===== src/rtl/sweep_err_cnt.sv =====
// Per-implementation compare-and-count unit; one instance per implementation under check.
module sweep_err_cnt #(
  parameter int unsigned W = 3
) (
  input  logic         clk,
  input  logic         reset_n,
  input  logic         sample_en,
  input  logic         clear,
  input  logic         observed,
  input  logic         expected,
  output logic [W-1:0] count
);

  always_ff @(posedge clk or negedge reset_n) begin
    if (!reset_n) begin
      count <= '0;
    end else if (clear) begin
      count <= '0;
    end else if (sample_en && (observed != expected)) begin
      count <= count + W'(1);
    end
  end

endmodule


===== config.mk =====
export PLATFORM = sky130hd
export DESIGN_NAME = sweep_err_cnt
export DESIGN_NICKNAME = d
export VERILOG_FILES = /design/src/rtl/sweep_err_cnt.sv
export SDC_FILE = /design/constraint.sdc
export NUM_CORES = 1
export LEC_CHECK = 0
export ABC_AREA = 1
export CORE_AREA = 2 2 39 41
export DETAILED_ROUTE_END_ITERATION = 12
export DIE_AREA = 0 0 41 43
export PLACE_DENSITY = 0.33
export SLEW_MARGIN = 15
export SYNTH_ARGS = -nofsm -noshare
export SYNTH_HDL_FRONTEND = slang
export SYNTH_SLANG_ARGS = --single-unit

===== constraint.sdc =====
create_clock -name clk -period 1.4 [get_ports clk]
set_clock_uncertainty 0.05 [all_clocks]
set_input_delay 0.28 -clock clk [delete_from_list [all_inputs] [get_ports clk]]
set_output_delay 0.28 -clock clk [all_outputs]
set_load 0.03 [all_outputs]

# --- Yosys cells after proc, flatten, opt, wreduce, memory -nomap -nowiden ---
# Index checks and enable logic that the tools add are counted.
op_classes:
  add_sub_neg: 1
  n_eq_ne: 1
  mux: 2
  n_reduce_logical: 2
op_table:
  columns: ["op", "count"]
  rows:
  - ["3-bit two-way mux", 2]
  - ["3-bit by 1-bit adder with 3-bit output (second input constant)", 1]
  - ["2-bit nonzero test", 1]
  - ["1-bit logical AND", 1]
  - ["1-bit inequality test", 1]
totals:
  ff_bits: 3
  inputBits: 6
  word_cells: 7

# --- Depth between registers and ports, before layout ---
logic_depth:
  depth_word: 4
  mapped_depth: 6
  mapped_depth_nobuf: 6

# --- Worst setup path before layout ---
# No wires, ideal clock.
synth_path:
  path_kind: "reg2reg"
  start: "reg count[0]"
  end: "reg count[2]"
  setup_ns: 0.065
  arrival_ns: 1.045
  required_ns: 1.285
  path_slack_ns: 0.240
  path_stages_with_launch: 7
  synth_period_minus_slack_ns: 1.160
  path_cell_list: "dfrtp_1 ha_1 nand2_1 inv_1 nor2_1 nand3_1 nand2_1"
synth_via:
  elab_chain_len: 3
synth_lines:
  columns: ["element", "line", "source"]
  rows:
  - ["start: declaration", "11", "output logic [W-1:0] count"]
  - ["start signal: assignment", "20", "count <= count + W'(1);"]
  - ["3-bit by 1-bit adder with 3-bit output", "20", null]
  - ["3-bit two-way mux", "19", "end else if (sample_en && (observed != expected)) begin"]
  - ["3-bit two-way mux", "17", "end else if (clear) begin"]
# No other way between the ends. The select of a mux whose other input is x is not followed.
# A chain may end at the register's enable or synchronous reset.

# --- Worst setup path after layout ---
layout_path:
  start: "reg count[1]"
  end: "out count[1]"
# No word-level cell between the ends.

==> impl_results.md <==
- Status: finished, final reports clean
- Worst hold-check path type: primary input to asynchronous set/reset pin
- Worst hold slack: 0.1828 ns
- Kind of cell adding the most delay to the critical path: buffers and inverters
- Worst path bufs/invs: 1
- Initial Util: 13.38%
- P_int: 0.0002217 W
- Flip-flop and latch count after synthesis: 3
- Smallest setup slack after layout: ~0.08 ns
- Total CTS buffers: 3
- Post-Place Setup Slack: 0.04706 ns
- Ant. Diodes: 0
- Critical Path Source Type: register
- GRT Util Overall: 7.229%
- Achievable Freq: 0.7589 GHz
- Wire length of the first global-routing pass: 772 um
- Crit path from: count[1]$_DFFE_PN0P_
- Max-slew violations: 0
- Number of sinks driven by the clock tree: 3
- Slowest cell on the critical path: dlygate4sd2_1
- Final layout net count: 47
- Clock power frac: 50.2%
- Type of destination of the critical path: output port
- Height of the die: 43 um
- Share of the synthesized area in the top cell type: 40.54%
- Synthesized instance count: 27
- Detailed placer's ending HPWL: 339.1 um
- Most flop-heavy register: count
- Initial antenna violation count: 0
- Largest register FFs: 3
- Core Footprint: 1384 um^2
- Layout overhead on the synthesized area: 64.86%
- Switching fraction of total power: around a quarter
- Average wire length per cell after detail routing: 7.491 um
- Placed cell areas: 280.3 um^2
- Worst Path Arrival: slightly below 1 ns
- Final cell area excluding filler cells: 305.3 um^2
- Net count of the mapped netlist: 34
- Total number of vias: 201
- Proportion of synthesized chip area in sequential cells: 40.54%
- Die area: 1763 um^2
- Count of routing violations after the opening detailed-route iteration: 5
- R2r worst-path depth: 6
- Max transition margin: 80.19%
- Net switching component of the power: 0.00007050 W
- Combinational share of power: ~17%
- Library cell used as clock root buffer: clkbuf_4
- Std cell rows: 14
- Cell taking the most area after synthesis: dfrtp_1
- Transition at the pin with the smallest max-transition slack: 0.2984 ns
- Yosys warnings: 0
- H-tree levels: 1
- Unique cell type count in the Yosys netlist: 8
- RSZ-0062 raised after global routing: false
- CTS tree: yes
- Share of post-route cells with drive strength above 1: 17.95%
- Critical setup path kind: register to output port
- CTS hold repair buffers: 0
- Maximum VDD drop: 336.1 uV
- Final number of hold-violating endpoints: 0
- Leading post-synthesis cells by cell area: dfrtp_1, nand3_1, nand2_1
- Final setup viols: 0
- Sequential share of power: 32.4%
- Instance count on the critical path: 1
- Pin count of the biggest net entering global routing: 7
- Clock Tree Buf Depth: 2
- Drt total wl: 412 um
- Data required time at the worst endpoint: around 1.1 ns
- Total iterations of the first detailed-routing run: 3
- Max FO, Critical Path: 3
- Clock latency on the worst-skew pair: 0.23 ns
- Congestion Overflow GR: 0
- # DRC: 0
- Buffers added on ports: 8
- Leakage power: 0.1738 nW
- Mean cell area of the mapped netlist: around 7 um^2
- Placer congestion estimate: 0.5850
- Total of max-cap violations: 0
- PwrDens: between 900 and 1000 nW/um^2
- Clock input transition at the sequential cells of the worst setup and hold paths: around 0.030 ns
- Via/cell ratio: between 3 and 4
- Delay contributed by the slowest stage of the critical path: 0.41 ns
- Chip width: around 41 um
- Final instance count without filler cells: 55
- Antenna-violating nets left: 0
- Crit Reg-Reg Startpoint: count[0]$_DFFE_PN0P_
- Cell Area, Synth: 185.2 um^2
- Vias in the first global route: 208
- Period Utilization, post-route: 94.12%
- Final Critical Period: 1.318 ns
- Cells traversed along the worst timing path: dlygate4sd2_1
- Inst Count DP: 51
- Registers with the most flip-flops: count: 3 flops
- Count of boundary I/O pins: 9
- Setup tns final: 0 ns
==> logic make-up after synthesis <==
kind of cell	count (synthesis)	synth area share [%]
buffers and inverters	5	10.13
and+or+nand+nor	18	42.57
adders and majority gates	1	6.756
DFF	3	40.54
==> cell usage after synthesis <==
library cell  instances
inv_1                 4
nand2_1               7
nor2_1                3
nand3_1               7
nor2_2                1
inv_2                 1
dfrtp_1               3
ha_1                  1
==> power groups by stage <==
stage,Combinational [W],Sequential [W],Clock [W]
finish,0.0000507,0.0000947,0.000147
global route,0.0000577,0.0000954,0.000158
CTS,0.0000520,0.0000948,0.000156
detailed placement,0.0000526,0.0000958,0
global placement,0.0000523,0.0000960,0
floorplan,0.0000168,0.000104,0
==> cell type report <==
class	instances	area, um^2
repair buffers	8	73.82
fillers	161	1079
inverters	5	18.77
multi-input cells	19	91.34
flip-flops and latches	3	75.07
clock buffers	4	26.28
well taps	16	20.02
==> layout by cell type (no fill, tap or decap) <==
cell / count
nor2_2: 1
clkdlybuf4s50_1: 5
inv_2: 1
nand3_1: 7
nor2_1: 3
dlygate4sd2_1: 1
inv_1: 4
clkbuf_1: 1
ha_1: 1
buf_4: 2
clkbuf_4: 3
nand2_1: 7
dfrtp_1: 3
==> metal layers <==
layer,vias up,track usage [%],wire length (um)
li1,107,-,-
met1,89,7.717,175
met2,5,9.375,212
met3,0,3.141,23
met4,0,8.000,0
met5,-,0,0
==> through the flow <==
step	total power [W]	util, %
4_1_cts	0.0003028	22.06
3_3_place_gp	0.0001483	20.25
3_5_place_dp	0.0001484	20.25
2_1_floorplan	0.0001203	-
5_1_grt	0.0003115	22.06
6_report	0.0002922	22.06
==> timing repair <==
item	4_1_cts	5_1_grt
endpoints found under the setup margin	1	0
buffers inserted	0	0
gates resized for setup	1	0
==> final timing paths <==
path / slack, ns / endpoint
worst max-delay path: 0.08 / count[1]
worst min-delay path: 0.18 / count[0]$_DFFE_PN0P_
worst max register to register: 0.33 / count[2]$_DFFE_PN0P_
worst min register to register: 0.48 / count[1]$_DFFE_PN0P_
max in group asynchronous: 0.98 / count[2]$_DFFE_PN0P_
min in group clk: 0.48 / count[1]$_DFFE_PN0P_
(Power assumes the default switching activity.)
